## src/rtl/aes_ctrl_pkg.sv

```systemverilog
// Codes shared by the AES encrypt and decrypt control FSMs.
// Includes state codes, state-matrix mux selects and the round count.
package aes_ctrl_pkg;

    localparam int NUM_ROUNDS_DEFAULT = 10;

    typedef enum logic [3:0] {
        IDLE              = 4'd0,
        CTEXT_WRITE       = 4'd1,
        KEY_WRITE         = 4'd2,
        COMPUTE_ROUNDKEYS = 4'd3,
        INV_SHIFTROWS     = 4'd4,
        INV_SUBBYTES      = 4'd5,
        INV_MIXCOLUMNS    = 4'd6,
        ADDROUNDKEY       = 4'd7,
        DECRYPTION_DONE   = 4'd8,
        PTEXT_READ        = 4'd9,
        INIT_ADDROUNDKEY  = 4'd10
    } state_e;

    localparam logic [3:0] SEL_EXTERNAL       = 4'd0;
    localparam logic [3:0] SEL_ADDROUNDKEY    = 4'd4;
    localparam logic [3:0] SEL_INV_SUBBYTES   = 4'd5;
    localparam logic [3:0] SEL_INV_SHIFTROWS  = 4'd6;
    localparam logic [3:0] SEL_INV_MIXCOLUMNS = 4'd7;

    // States that walk the matrix one row/column per cycle for four cycles
    function automatic logic is_beat_state(input state_e s);
        return s inside {CTEXT_WRITE, KEY_WRITE, INIT_ADDROUNDKEY, INV_SHIFTROWS,
                         INV_SUBBYTES, INV_MIXCOLUMNS, ADDROUNDKEY, PTEXT_READ};
    endfunction

endpackage

```

## src/rtl/inv_state_manager_if.sv

```systemverilog
// Handshake, matrix-control and debug signals of the AES inverse-cipher controller.
// The slave modport is the controller; the master modport is the surrounding datapath/host.
interface inv_state_manager_if;
    logic       start_write_n;
    logic       start_read_n;
    logic       key_expand_done;
    logic       done;
    logic [5:0] dbg_state;
    logic [3:0] dbg_round;
    logic [3:0] matrix_in_sel;
    logic       matrix_write_enable;
    logic       input_mat_row_col;
    logic [1:0] input_mat_idx;
    logic       output_mat_row_col;
    logic [1:0] output_mat_idx;
    logic       key_start;
    logic [3:0] round_key_idx;
    logic [1:0] count_4_out;

    modport master (
        output start_write_n, start_read_n, key_expand_done,
        input  done, dbg_state, dbg_round, matrix_in_sel, matrix_write_enable,
               input_mat_row_col, input_mat_idx, output_mat_row_col, output_mat_idx,
               key_start, round_key_idx, count_4_out
    );

    modport slave (
        input  start_write_n, start_read_n, key_expand_done,
        output done, dbg_state, dbg_round, matrix_in_sel, matrix_write_enable,
               input_mat_row_col, input_mat_idx, output_mat_row_col, output_mat_idx,
               key_start, round_key_idx, count_4_out
    );
endinterface

```

## src/rtl/inv_state_manager.sv

```systemverilog
// Control FSM for the AES-128 inverse cipher: load, key-expansion wait, rounds, readout.
// All outputs decode combinationally from the state, round counter and beat counter.
module inv_state_manager
    import aes_ctrl_pkg::*;
#(
    parameter int NUM_ROUNDS = NUM_ROUNDS_DEFAULT
) (
    input  logic                clock,
    input  logic                reset,
    inv_state_manager_if.slave  bus
);

    localparam logic [3:0] FIRST_KEY_IDX   = 4'(NUM_ROUNDS);
    localparam logic [3:0] LAST_ROUND_INIT = 4'(NUM_ROUNDS - 1);

    state_e     state_q, state_d;
    logic [3:0] round_counter_q, round_counter_d;
    logic [1:0] count_4_q, count_4_d;
    logic       beat_last;

    assign beat_last = (count_4_q == 2'd3);

    always_ff @(posedge clock) begin
        if (reset) begin
            state_q         <= IDLE;
            round_counter_q <= 4'd0;
            count_4_q       <= 2'd0;
        end else begin
            state_q         <= state_d;
            round_counter_q <= round_counter_d;
            count_4_q       <= count_4_d;
        end
    end

    // The beat counter wraps 3->0 on its own, so it is already 0 on entry to the next state
    always_comb begin : next_state
        state_d         = state_q;
        round_counter_d = round_counter_q;
        count_4_d       = is_beat_state(state_q) ? count_4_q + 2'd1 : 2'd0;
        case (state_q)
            IDLE:              if (!bus.start_write_n) state_d = CTEXT_WRITE;
            CTEXT_WRITE:       if (beat_last) state_d = KEY_WRITE;
            KEY_WRITE:         if (beat_last) state_d = COMPUTE_ROUNDKEYS;
            COMPUTE_ROUNDKEYS: begin
                if (bus.key_expand_done) begin
                    state_d         = INIT_ADDROUNDKEY;
                    round_counter_d = LAST_ROUND_INIT;
                end
            end
            INIT_ADDROUNDKEY:  if (beat_last) state_d = INV_SHIFTROWS;
            INV_SHIFTROWS:     if (beat_last) state_d = INV_SUBBYTES;
            INV_SUBBYTES:      if (beat_last) state_d = ADDROUNDKEY;
            ADDROUNDKEY: begin
                if (beat_last) state_d = (round_counter_q == 4'd0) ? DECRYPTION_DONE : INV_MIXCOLUMNS;
            end
            INV_MIXCOLUMNS: begin
                if (beat_last) begin
                    state_d         = INV_SHIFTROWS;
                    round_counter_d = round_counter_q - 4'd1;
                end
            end
            DECRYPTION_DONE:   if (!bus.start_read_n) state_d = PTEXT_READ;
            PTEXT_READ:        if (beat_last) state_d = IDLE;
            default: begin
                state_d         = IDLE;
                round_counter_d = 4'd0;
                count_4_d       = 2'd0;
            end
        endcase
    end

    always_comb begin : decode_outputs
        bus.done                = 1'b0;
        bus.matrix_in_sel       = SEL_EXTERNAL;
        bus.matrix_write_enable = 1'b0;
        bus.input_mat_row_col   = 1'b0;
        bus.input_mat_idx       = 2'd0;
        bus.output_mat_row_col  = 1'b0;
        bus.output_mat_idx      = 2'd0;
        bus.key_start           = 1'b0;
        bus.round_key_idx       = 4'd0;
        case (state_q)
            CTEXT_WRITE: begin
                bus.matrix_write_enable = 1'b1;
                bus.input_mat_row_col   = 1'b1;
                bus.input_mat_idx       = count_4_q;
                bus.key_start           = beat_last;
            end
            KEY_WRITE: bus.input_mat_idx = count_4_q;
            INIT_ADDROUNDKEY, ADDROUNDKEY, INV_SUBBYTES, INV_MIXCOLUMNS, INV_SHIFTROWS: begin
                bus.matrix_write_enable = 1'b1;
                bus.input_mat_row_col   = (state_q != INV_SHIFTROWS);
                bus.input_mat_idx       = count_4_q;
                bus.output_mat_row_col  = (state_q != INV_SHIFTROWS);
                bus.output_mat_idx      = count_4_q;
                case (state_q)
                    INIT_ADDROUNDKEY: begin
                        bus.matrix_in_sel = SEL_ADDROUNDKEY;
                        bus.round_key_idx = FIRST_KEY_IDX;
                    end
                    ADDROUNDKEY: begin
                        bus.matrix_in_sel = SEL_ADDROUNDKEY;
                        bus.round_key_idx = round_counter_q;
                    end
                    INV_SUBBYTES:   bus.matrix_in_sel = SEL_INV_SUBBYTES;
                    INV_MIXCOLUMNS: bus.matrix_in_sel = SEL_INV_MIXCOLUMNS;
                    default:        bus.matrix_in_sel = SEL_INV_SHIFTROWS;
                endcase
            end
            DECRYPTION_DONE: bus.done = 1'b1;
            PTEXT_READ: begin
                bus.output_mat_row_col = 1'b1;
                bus.output_mat_idx     = count_4_q;
            end
            default: ;
        endcase
    end

    assign bus.dbg_state   = {2'b00, state_q};
    assign bus.dbg_round   = round_counter_q;
    assign bus.count_4_out = count_4_q;

endmodule

```

## src/flat_wrapper.sv

```systemverilog
// flat-port wrapper written by rule: the top's interface ports become plain ports
module inv_state_manager_flat import aes_ctrl_pkg::*;
#(
    parameter int NUM_ROUNDS = NUM_ROUNDS_DEFAULT
)
  (clock, reset, bus_start_write_n, bus_start_read_n, bus_key_expand_done, bus_done, bus_dbg_state, bus_dbg_round, bus_matrix_in_sel, bus_matrix_write_enable, bus_input_mat_row_col, bus_input_mat_idx, bus_output_mat_row_col, bus_output_mat_idx, bus_key_start, bus_round_key_idx, bus_count_4_out);
  inv_state_manager_if bus_i ();
  input  logic clock;
  input  logic reset;
  input wire logic [$bits(bus_i.start_write_n)-1:0] bus_start_write_n;
  input wire logic [$bits(bus_i.start_read_n)-1:0] bus_start_read_n;
  input wire logic [$bits(bus_i.key_expand_done)-1:0] bus_key_expand_done;
  output wire logic [$bits(bus_i.done)-1:0] bus_done;
  output wire logic [$bits(bus_i.dbg_state)-1:0] bus_dbg_state;
  output wire logic [$bits(bus_i.dbg_round)-1:0] bus_dbg_round;
  output wire logic [$bits(bus_i.matrix_in_sel)-1:0] bus_matrix_in_sel;
  output wire logic [$bits(bus_i.matrix_write_enable)-1:0] bus_matrix_write_enable;
  output wire logic [$bits(bus_i.input_mat_row_col)-1:0] bus_input_mat_row_col;
  output wire logic [$bits(bus_i.input_mat_idx)-1:0] bus_input_mat_idx;
  output wire logic [$bits(bus_i.output_mat_row_col)-1:0] bus_output_mat_row_col;
  output wire logic [$bits(bus_i.output_mat_idx)-1:0] bus_output_mat_idx;
  output wire logic [$bits(bus_i.key_start)-1:0] bus_key_start;
  output wire logic [$bits(bus_i.round_key_idx)-1:0] bus_round_key_idx;
  output wire logic [$bits(bus_i.count_4_out)-1:0] bus_count_4_out;
  assign bus_i.start_write_n = bus_start_write_n;
  assign bus_i.start_read_n = bus_start_read_n;
  assign bus_i.key_expand_done = bus_key_expand_done;
  assign bus_done = bus_i.done;
  assign bus_dbg_state = bus_i.dbg_state;
  assign bus_dbg_round = bus_i.dbg_round;
  assign bus_matrix_in_sel = bus_i.matrix_in_sel;
  assign bus_matrix_write_enable = bus_i.matrix_write_enable;
  assign bus_input_mat_row_col = bus_i.input_mat_row_col;
  assign bus_input_mat_idx = bus_i.input_mat_idx;
  assign bus_output_mat_row_col = bus_i.output_mat_row_col;
  assign bus_output_mat_idx = bus_i.output_mat_idx;
  assign bus_key_start = bus_i.key_start;
  assign bus_round_key_idx = bus_i.round_key_idx;
  assign bus_count_4_out = bus_i.count_4_out;
  inv_state_manager #(.NUM_ROUNDS(NUM_ROUNDS)) u_core (.clock(clock), .reset(reset), .bus(bus_i));
endmodule
```

## config.mk

```make
export PLATFORM = sky130hd
export DESIGN_NAME = inv_state_manager_flat
export DESIGN_NICKNAME = d
export VERILOG_FILES = /design/src/rtl/aes_ctrl_pkg.sv /design/src/rtl/inv_state_manager_if.sv /design/src/rtl/inv_state_manager.sv /design/src/flat_wrapper.sv
export SDC_FILE = /design/constraint.sdc
export NUM_CORES = 1
export LEC_CHECK = 0
export ABC_AREA = 1
export CAP_MARGIN = 10
export CORE_MARGIN = 1.5
export CORE_UTILIZATION = 42
export CTS_CLUSTER_DIAMETER = 200
export DETAILED_ROUTE_END_ITERATION = 6
export PLACE_DENSITY = 0.84
export SETUP_SLACK_MARGIN = 0.2
export SLEW_MARGIN = 10
export SYNTH_ARGS = -nofsm -noshare
export SYNTH_HDL_FRONTEND = slang
export SYNTH_SLANG_ARGS = --single-unit
```

## constraint.sdc

```tcl
create_clock -name clock -period 2.38 [get_ports clock]
set_clock_uncertainty 0.2 [all_clocks]
set_input_delay 0.357 -clock clock [delete_from_list [all_inputs] [get_ports clock]]
set_output_delay 0.357 -clock clock [all_outputs]
set_load 0.01 [all_outputs]
```

==> impl_metrics.toml, run 1 <==
[min_path]
hold_class = "register to register"
holdPathStages = 1
min-delay-start = "u_core.bus.count_4_out[0]$_SDFF_PP0_"
whs_endpoint = "u_core.bus.count_4_out[0]$_SDFF_PP0_"

[logic_synthesis]
post_synth_fa_ha_maj_area_fraction_pct = 4.27
synth_top_family_by_area = "simple AND/OR/NAND/NOR gates"
synth-warning-count = 0
netlist_area_um2 = 878
synth-simple-area-share_pct = 47.6
compound_cell_area_share_of_the_yosys_netlist_pct = 10.7
synth_top_area_cell = "sky130_fd_sc_hd__dfxtp_1"
synthesis.instances = 144
synth_seq_cells = 10
yosys.area_share.xor_xnor_pct = 0.997
post_synth_num_cell_types = 23
syn_avg_cell_area_um2 = 6.10
post_synth_mux_area_share_pct = 0
post_synth_main_area_contributors = "sky130_fd_sc_hd__dfxtp_1, sky130_fd_sc_hd__nand2_1, sky130_fd_sc_hd__nor2_1, sky130_fd_sc_hd__inv_1, sky130_fd_sc_hd__nand2_4"
ys_seq_area_share_pct = 22.8
synth_largest_type_area_fraction_pct = 22.8

[cells_and_area]
layout_commonest_cell = "sky130_fd_sc_hd__nand2_1"
areaGrowthSynthToFinish_pct = 44.3
diodes = 0
fillCellCount = 182
sequential_cell_area_um2 = 213
final_nets = 188
multi_input_gate_area_in_the_final_layout_um2 = 601
final_cell_mix = "sky130_fd_sc_hd__nand2_1, sky130_fd_sc_hd__nor2_1, sky130_fd_sc_hd__inv_1"
share_of_final_layout_standard_cells_stronger_than_drive_strength_1_pct = 19.1

[floorplanning]
die-width_um = 48.7
rows = 16
design.die.area_um2 = 2370
design.core.area_um2 = 1960
die_y_um = 48.7
ioPinCount = 34
floorplan.initialDensity_pct = 44.8

[placement]
portBuffers = 30
gp_routability_congestion = 0.969
detailedPlacementHpwl_um = 1840
dp_slack_ns = 0.168

[clocking]
post_cts_hold_buffer_count = 0
worstSkewPairLatency_ns = 0.26
clk_pin_slew_worst_paths_ns = 0.06
clock_root_buffer = "sky130_fd_sc_hd__clkbuf_4"
tritoncts.num_buffers = 3
cts.sink_count = 10
clock_tree.buffer_depth = 2
h_tree_depth = 1
tritoncts_clock_tree = "yes"

[global_routing]
grt_pass1_wl_um = 3770
grt_max_degree = 9
grt_remaining_overflow = 0
antenna_violations_before_repair = 0
global_route.usage.total_pct = 19.6
via_count_of_the_first_global_routing_pass = 889

[timing]
finalWorstSetupSlack_ns = 0.286
rsz_0062_raised_after_global_routing = "yes"
timing.final.crit_share_pct = 88.0
post-route-min-period_ns = 2.09
timing_max_transition_violations_final = 0
fmax_mhz = 478
fin_tns_setup_ns = 0
timing.final.hold_violations = 0
finalSetupViolCount = 0

[drt]
drt_iter0_markers = 37
post_drt_wl_per_cell_um = 11.5
detail_route.wirelength_um = 2350
detail_route.drc_violations = 0
number_of_search_and_repair_iterations_in_the_first_detailed_routing_pass = 4
dr_total_vias = 1010
drt.antenna.violating_nets = 0
via_per_inst = 4.93

[critical_path]
worstPathMaxFanout = 8
critical_path_class = "register to primary output"
end_of_the_worst_register_to_register_path = "u_core.bus.dbg_round[0]$_SDFFE_PP0P_"
worst-endpoint-arrival_ns = 1.54
timing.critical_path.required_ns = 1.82
worst-r2r-cell-count = 9
reg2reg_setup_slack_ns = 0.79
setup.worst_path.start_class = "register"
endpoint_kind = "primary output"
crit-reg2reg-launch = "u_core.state_q[3]$_SDFFE_PP0P_"

[power]
pwr_density_cell_nw_per_um2 = 987
max-vdd-ir-drop_mv = 0.536
power.static_leakage_uw = 0.000668

[flow_run]
drv.max_cap_violation_count = 0

[run_status]
run_status = "finished, final reports clean"
synthesized netlist by cell type:
cell type,instances
sky130_fd_sc_hd__inv_1,18
sky130_fd_sc_hd__nand4_1,3
sky130_fd_sc_hd__dfxtp_1,10
sky130_fd_sc_hd__ha_1,3
sky130_fd_sc_hd__or2_2,1
sky130_fd_sc_hd__xnor2_1,1
sky130_fd_sc_hd__a21oi_1,7
sky130_fd_sc_hd__nand2_1,31
sky130_fd_sc_hd__nor2_4,1
sky130_fd_sc_hd__nand2_4,6
sky130_fd_sc_hd__inv_2,2
sky130_fd_sc_hd__nor2_1,29
sky130_fd_sc_hd__o21ai_1,2
sky130_fd_sc_hd__a21oi_2,1
sky130_fd_sc_hd__o21bai_1,1
sky130_fd_sc_hd__nand2_2,4
sky130_fd_sc_hd__buf_4,4
sky130_fd_sc_hd__nor2_2,3
sky130_fd_sc_hd__nand3_1,9
sky130_fd_sc_hd__conb_1,1
sky130_fd_sc_hd__o21ai_0,5
sky130_fd_sc_hd__buf_6,1
sky130_fd_sc_hd__o211ai_1,1
worst max-delay path by stage:
stage	from	slack, ns	cells past startpoint	endpoint
floorplan	u_core.state_q[0]$_SDFFE_PP0P_	0.64	7	bus_input_mat_idx[0]
global placement	u_core.state_q[0]$_SDFFE_PP0P_	0.23	8	bus_input_mat_idx[0]
detailed placement	u_core.state_q[0]$_SDFFE_PP0P_	0.17	8	bus_input_mat_idx[1]
CTS	u_core.state_q[0]$_SDFFE_PP0P_	0.20	6	bus_matrix_write_enable
global route	u_core.state_q[3]$_SDFFE_PP0P_	0.17	8	bus_input_mat_idx[1]
finish	u_core.state_q[0]$_SDFFE_PP0P_	0.29	8	bus_input_mat_idx[1]
worst max-delay path, stage by stage, from the launching register on:
cell and delay (ns):
sky130_fd_sc_hd__dfxtp_4 0.40, sky130_fd_sc_hd__inv_2 0.08, sky130_fd_sc_hd__nand2_4 0.11, sky130_fd_sc_hd__nor2_4 0.06, sky130_fd_sc_hd__nor2_2 0.09, sky130_fd_sc_hd__inv_1 0.06, sky130_fd_sc_hd__a21oi_2 0.14, sky130_fd_sc_hd__nor2_1 0.05
sky130_fd_sc_hd__dlygate4sd2_1 0.28
layer usage:
layer  global-route usage [%]  routed length (µm)
met4                     4.76                  17
met5                        0                   0
met1                     26.1                1070
met2                     33.3                1150
met3                     2.47                 121
layout make-up:
| class | instances | area share, % |
|---|---|---|
| flip-flops and latches | 10 | 16.8 |
| well taps | 27 | 2.67 |
| inverters | 20 | 5.92 |
| clock buffers | 3 | 1.78 |
| repair buffers | 34 | 25.5 |
| multi-input cells | 111 | 47.4 |
registers in the layout (all words and copies together) (netlist names):
| name | count |
|---|---|
| u_core.bus.dbg_round | 4 |
| u_core.state_q | 4 |
| u_core.bus.count_4_out | 2 |
logic make-up after synthesis:
family / Yosys count
AO/OA/AOI/OAI: 17
other: 1
buffers and inverters: 25
flip-flops: 10
AND/OR/NAND/NOR: 87
adder cells (fa/ha/maj): 3
XOR/XNOR: 1
through the flow:
step                      utilization, %  power, µW  hold slack [ns]  std cells  cell area, µm²
after global placement              60.8       1100            0.244        200            1190
after detailed placement            60.8       1110            0.265        200            1190
after global routing                64.6       1360            0.301        205            1270
after CTS                           62.5       1240            0.289        203            1230
final                               64.6       1250            0.272        205            1270
after floorplan                        -        856            0.219        146             886
power breakdown:
group	internal, µW	switching [µW]
clock	57.9	49.1
sequential	225	72.5
combinational	353	494
total	636	615
what timing repair did:
item	4_1_cts	5_1_grt
endpoints found under the setup margin	15	6
setup buffers	0	2
pin swaps	0	1
resized for setup	22	10
Power figures use the tool's default switching activity.
==> run 2, diff against run 1 <==
- ABC_AREA: 1 -> default
- CORE_MARGIN: 1.5 -> 2
- SETUP_SLACK_MARGIN: 0.2 -> 0.1
==> run 2 against run 1 <==
Synthesized cell count is 16% lower. Critical path depth down 3. Count of clock-buffer cells in the layout increased by 1. Fmax down 5.6%. Sequential share of layout area decreased by 0.13 points. Sequential power is 4% higher. Via count is 2.2% higher. Critical path type unchanged. Largest cell class unchanged.
==> impl_metrics.toml, run 2 <==
[logic_synthesis]
synth_seq_cells = 10
synth_top_area_cell = "sky130_fd_sc_hd__dfxtp_1"
synth_largest_type_area_fraction_pct = 22.3
synth-edff-count = 0
netlist_area_um2 = 897
synth_top_flop_cell = "sky130_fd_sc_hd__dfxtp_1"
asyncSetResetFlopFracSynth_pct = 0
post_synth_num_cell_types = 44
post_synth_main_area_contributors = "sky130_fd_sc_hd__dfxtp_1, sky130_fd_sc_hd__a21oi_1, sky130_fd_sc_hd__o21ai_0, sky130_fd_sc_hd__ha_1, sky130_fd_sc_hd__nor2_1"
syn_avg_cell_area_um2 = 7.41
synthesis.instances = 121
ys_seq_area_share_pct = 22.3
synth.top_cells.by_count = "sky130_fd_sc_hd__a21oi_1, sky130_fd_sc_hd__dfxtp_1, sky130_fd_sc_hd__nor2_1"
synth-warning-count = 0
yosys.cell_count.top_type = "sky130_fd_sc_hd__a21oi_1"

[cells_and_area]
multi_input_gate_area_in_the_final_layout_um2 = 632
layout_commonest_cell = "sky130_fd_sc_hd__clkdlybuf4s50_1"
final_cell_mix = "sky130_fd_sc_hd__clkdlybuf4s50_1, sky130_fd_sc_hd__a21oi_1, sky130_fd_sc_hd__nor2_1"
diodes = 0
final_design_utilization_pct = 64.5
finalNonFillerCells = 179
final_nets = 161
areaGrowthSynthToFinish_pct = 42.4
share_of_final_layout_standard_cells_stronger_than_drive_strength_1_pct = 14.5
fillCellCount = 166
sequential_cell_area_um2 = 213

[min_path]
hold_class = "register to register"

[timing]
timing.final.hold_violations = 0
timing.final.crit_share_pct = 93.2
rsz_0062_raised_after_global_routing = "yes"
fin_tns_setup_ns = 0
finalSetupViolCount = 0
fmax_mhz = 451
timing_max_transition_violations_final = 0
post-route-min-period_ns = 2.22

[run_status]
run_status = "finished, final reports clean"

[placement]
numPlacedInstances = 175
detailedPlacementHpwl_um = 1810
portBuffers = 30
gp_routability_congestion = 0.966

[global_routing]
globalRouteMet3Util_pct = 2.98
grt_remaining_overflow = 0
via_count_of_the_first_global_routing_pass = 946
use_met2_pct = 32.0
groute.layer.met1.usage_pct = 27.6
global_route.usage.total_pct = 20.8
grt_max_degree = 17
antenna_violations_before_repair = 0
globalRoute.busiestLayer = "met2"
grt_pass1_wl_um = 4060

[floorplanning]
die_y_um = 50.2
ioPinCount = 34
floorplan.initialDensity_pct = 45.3
design.die.area_um2 = 2520
design.core.area_um2 = 1980
rows = 16
die-width_um = 50.2

[critical_path]
crit-reg2reg-launch = "u_core.state_q[1]$_SDFFE_PP0P_"
endpoint_kind = "primary output"
setup.worst_path.start_class = "register"
worst-endpoint-arrival_ns = 1.66
critical_path.endpoint = "bus_input_mat_row_col"
timing.critical_path.required_ns = 1.82
setup.worst_path.start = "u_core.state_q[3]$_SDFFE_PP0P_"
critical_path_class = "register to primary output"
worst-r2r-cell-count = 5
end_of_the_worst_register_to_register_path = "u_core.state_q[0]$_SDFFE_PP0P_"
worstPathMaxFanout = 6
reg2reg_setup_slack_ns = 0.36

[drt]
drt_iter0_markers = 36
via_per_inst = 5.77
dr_total_vias = 1032
detail_route.drc_violations = 0
post_drt_wl_per_cell_um = 13.8
number_of_search_and_repair_iterations_in_the_first_detailed_routing_pass = 4
drt.antenna.violating_nets = 0
detail_route.wirelength_um = 2470

[clocking]
cts.sink_count = 10
tritoncts_clock_tree = "yes"
clk_pin_slew_worst_paths_ns = 0.07
worstSkewPairLatency_ns = 0.27
tritoncts.num_buffers = 3
h_tree_depth = 1
clock_tree.buffer_depth = 2
post_cts_hold_buffer_count = 0
number_of_buffers_inserted_by_post_cts_setup_repair = 0
clock_root_buffer = "sky130_fd_sc_hd__clkbuf_4"

[power]
power.static_leakage_uw = 0.000534
pwr_density_cell_nw_per_um2 = 970
max-vdd-ir-drop_mv = 0.598

[flow_run]
drv.max_cap_violation_count = 0
[run 2: worst max-delay path: stages (launching register included)]
cell	delay, ns
sky130_fd_sc_hd__dfxtp_2	0.36
sky130_fd_sc_hd__inv_2	0.08
sky130_fd_sc_hd__nor3_2	0.21
sky130_fd_sc_hd__nand2_1	0.11
sky130_fd_sc_hd__o21ai_0	0.08
sky130_fd_sc_hd__clkdlybuf4s50_1	0.55
[run 2: worst min-delay path by stage]
stage          slack (ns)                                 start  depth (start not counted)                              endpoint
2_1_floorplan        0.32  u_core.bus.dbg_round[1]$_SDFFE_PP0P_                          2  u_core.bus.dbg_round[1]$_SDFFE_PP0P_
3_3_place_gp         0.30  u_core.bus.count_4_out[0]$_SDFF_PP0_                          1  u_core.bus.count_4_out[0]$_SDFF_PP0_
3_5_place_dp         0.31  u_core.bus.count_4_out[0]$_SDFF_PP0_                          1  u_core.bus.count_4_out[0]$_SDFF_PP0_
4_1_cts              0.32  u_core.bus.count_4_out[0]$_SDFF_PP0_                          1  u_core.bus.count_4_out[0]$_SDFF_PP0_
5_1_grt              0.37  u_core.bus.count_4_out[0]$_SDFF_PP0_                          1  u_core.bus.count_4_out[0]$_SDFF_PP0_
6_report             0.33  u_core.bus.dbg_round[1]$_SDFFE_PP0P_                          2  u_core.bus.dbg_round[1]$_SDFFE_PP0P_
[run 2: layout make-up]
class	instances	share of cell area, %
Timing Repair Buffer	36	26.9
Tap cell	27	2.64
Sequential cell	10	16.7
Clock buffer	4	2.84
Inverter	5	1.47
Multi-Input combinational cell	97	49.5
[run 2: routing by layer]
metal | up-vias | wire length [µm]
li1 | 500 | -
met1 | 485 | 1130
met2 | 43 | 1120
met3 | 4 | 161
met4 | 0 | 51
met5 | - | 0
[run 2: power breakdown]
group	total (µW)	internal [µW]	switching, µW
combinational	774	380	394
sequential	308	219	88.9
clock	156	93.1	63.3
total	1240	693	546
[run 2: metrics by stage]
stage               hold slack (ns)  setup slack (ns)  power [µW]  instance area, µm²
finish                        0.328             0.162        1240                1280
global route                  0.369            0.0400        1330                1280
CTS                           0.320           0.00590        1220                1260
detailed placement            0.307            0.0750        1060                1220
global placement              0.297             0.118        1040                1220
floorplan                     0.318             0.480         769                 905
[run 2: logic make-up after synthesis]
logic type | count (synthesis) | share of synthesized area, %
AO/OA/AOI/OAI | 39 | 29.6
XOR/XNOR | 2 | 1.95
adder cells (fa/ha/maj) | 3 | 4.18
buffers and inverters | 16 | 9.48
flip-flops | 10 | 22.3
multiplexers | 1 | 1.12
other | 1 | 0.418
AND/OR/NAND/NOR | 49 | 31.0
[run 2: repair_timing]
action / 4_1_cts / 5_1_grt
cloned: 0 / 0
gates resized for setup: 14 / 8
endpoints found under the hold margin: 0 / 0
setup endpoints to repair: 16 / 10
==> run 3, diff against run 2 <==
--- a/config.mk
+++ b/config.mk
@@ -7,4 +7,5 @@
 export LEC_CHECK = 0
 export CAP_MARGIN = 10
+export CORE_ASPECT_RATIO = 1.5
 export CORE_MARGIN = 2
 export CORE_UTILIZATION = 42
--- a/constraint.sdc
+++ b/constraint.sdc
@@ -3,3 +3,3 @@
 set_input_delay 0.357 -clock clock [delete_from_list [all_inputs] [get_ports clock]]
 set_output_delay 0.357 -clock clock [all_outputs]
-set_load 0.01 [all_outputs]
+set_load 0.005 [all_outputs]
==> run 3 against run 2 <==
Die area grew 0.31%. Final cell count rose by 2.8%. Fmax down 1.4%. Largest cell class unchanged. Critical path type unchanged. Highest routed layer unchanged. Worst setup slack lost 0.031 ns.
==> impl_metrics.toml, run 3 (same netlist as run 2, synthesis figures left out) <==
[clocking]
tritoncts.num_buffers = 3
clock_tree.buffer_depth = 2
post_cts_hold_buffer_count = 0
h_tree_depth = 1
clock_root_buffer = "sky130_fd_sc_hd__clkbuf_4"
clk_pin_slew_worst_paths_ns = 0.06
worstSkewPairLatency_ns = 0.27
cts.sink_count = 10
tritoncts_clock_tree = "yes"

[floorplanning]
design.die.area_um2 = 2530
die-width_um = 41.7
design.core.area_um2 = 2030
floorplan.initialDensity_pct = 44.3
die_y_um = 60.6
ioPinCount = 34
rows = 20

[min_path]
holdPathStages = 1
whs_endpoint = "u_core.bus.count_4_out[0]$_SDFF_PP0_"
min-delay-start = "u_core.bus.count_4_out[0]$_SDFF_PP0_"
hold_class = "register to register"

[critical_path]
end_of_the_worst_register_to_register_path = "u_core.state_q[2]$_SDFFE_PP0P_"
timing.critical_path.required_ns = 1.82
cpMaxStageDelayCell = "sky130_fd_sc_hd__clkdlybuf4s50_1"
cell_breakdown_of_the_critical_path = "buf_4 -> xnor2_1 -> o21ai_1 -> and2_1 -> clkdlybuf4s50_1"
worst-r2r-cell-count = 6
timing.critical_path.slowest_cell_delay_ns = 0.49
critical_path_class = "register to primary output"
crit-reg2reg-launch = "u_core.state_q[3]$_SDFFE_PP0P_"
worst-endpoint-arrival_ns = 1.69
reg2reg_setup_slack_ns = 0.30
setup.worst_path.start_class = "register"
worstPathMaxFanout = 6
endpoint_kind = "primary output"

[drt]
detail_route.wirelength_um = 2930
detail_route.drc_violations = 0
via_per_inst = 5.96
drt.antenna.violating_nets = 0
number_of_search_and_repair_iterations_in_the_first_detailed_routing_pass = 4
post_drt_wl_per_cell_um = 15.9
drt_iter0_markers = 34
dr_total_vias = 1096

[power]
power.static_leakage_uw = 0.000555
max-vdd-ir-drop_mv = 0.866
total_power_uw = 1370
pwr_density_cell_nw_per_um2 = 986

[timing]
timing.final.crit_share_pct = 94.5
timing.final.hold_violations = 0
finalWorstSetupSlack_ns = 0.132
fin_tns_setup_ns = 0
finalSetupViolCount = 0
hold_slack_ns = 0.302
post-route-min-period_ns = 2.25
timing_max_transition_violations_final = 0
fmax_mhz = 445
rsz_0062_raised_after_global_routing = "yes"

[cells_and_area]
final_nets = 172
fillCellCount = 159
final_design_utilization_pct = 68.3
areaGrowthSynthToFinish_pct = 54.4
final_cell_mix = "sky130_fd_sc_hd__clkdlybuf4s50_1, sky130_fd_sc_hd__buf_4, sky130_fd_sc_hd__a21oi_1"
layout_commonest_cell = "sky130_fd_sc_hd__clkdlybuf4s50_1"
share_of_final_layout_standard_cells_stronger_than_drive_strength_1_pct = 22.8
diodes = 0

[global_routing]
grt_remaining_overflow = 0
via_count_of_the_first_global_routing_pass = 938
global_route.usage.total_pct = 20.2
antenna_violations_before_repair = 0
grt_pass1_wl_um = 3960
grt_max_degree = 18

[placement]
portBuffers = 30
detailedPlacementHpwl_um = 1830
gp_routability_congestion = 0.917
dp_slack_ns = 0.135

[flow_run]
drv.max_cap_violation_count = 0

[run_status]
run_status = "finished, final reports clean"
[run 3: metal layers]
| metal | wire [µm] | part of all wire, % | vias to the layer above | global-route usage (%) |
|---|---|---|---|---|
| li1 | - | - | 522 | - |
| met1 | 1170 | 40 | 512 | 22.1 |
| met2 | 1520 | 52 | 53 | 37.3 |
| met3 | 167 | 5.7 | 9 | 3.57 |
| met4 | 68 | 2.3 | 0 | 10.6 |
| met5 | 0 | 0 | - | 0 |
[run 3: cell type report]
type	count	area, µm²	share of cell area (%)
Clock buffer	3	22.5	1.63
Inverter	5	18.8	1.36
Multi-Input combinational cell	97	671	48.4
Sequential cell	10	214	15.4
Tap cell	22	27.5	1.99
Timing Repair Buffer	47	432	31.2
[run 3: power by group]
part / internal (µW) / switching (µW) / total (µW)
registers: 221 / 86.9 / 308
logic: 495 / 444 / 939
clock network: 58.6 / 59.5 / 118
[run 3: worst max-delay path by stage]
stage / startpoint / to / slack (ns) / depth (start not counted)
after global placement: u_core.state_q[0]$_SDFFE_PP0P_ / bus_input_mat_idx[0] / 0.21 / 5
after global routing: u_core.state_q[0]$_SDFFE_PP0P_ / bus_output_mat_idx[0] / 0.03 / 5
final: u_core.state_q[0]$_SDFFE_PP0P_ / bus_output_mat_idx[0] / 0.13 / 5
after floorplan: u_core.bus.count_4_out[0]$_SDFF_PP0_ / u_core.bus.dbg_round[2]$_SDFFE_PP0P_ / 0.60 / 5
after detailed placement: u_core.state_q[2]$_SDFFE_PP0P_ / bus_round_key_idx[1] / 0.14 / 4
after CTS: u_core.state_q[0]$_SDFFE_PP0P_ / bus_input_mat_idx[1] / 0.07 / 5
[run 3: repair_timing]
item                       in CTS  in global routing
buffers inserted                0                 11
resized for setup              14                 12
setup endpoints to repair      14                 11
pin swaps                       0                  1
[run 3: metrics by stage]
step,std cells,cell area (µm²)
after floorplan,123,905
after CTS,173,1270
after global placement,170,1210
final,184,1390
after global routing,184,1390
after detailed placement,170,1210
[run 3: critical path, delay by kind of cell (launching register included)]
kind,cells,cell delay [ns]
XOR/XNOR,1,0.12
AND/OR/NAND/NOR,1,0.15
AO/OA/AOI/OAI,1,0.16
flip-flops,1,0.36
buffers and inverters,2,0.62
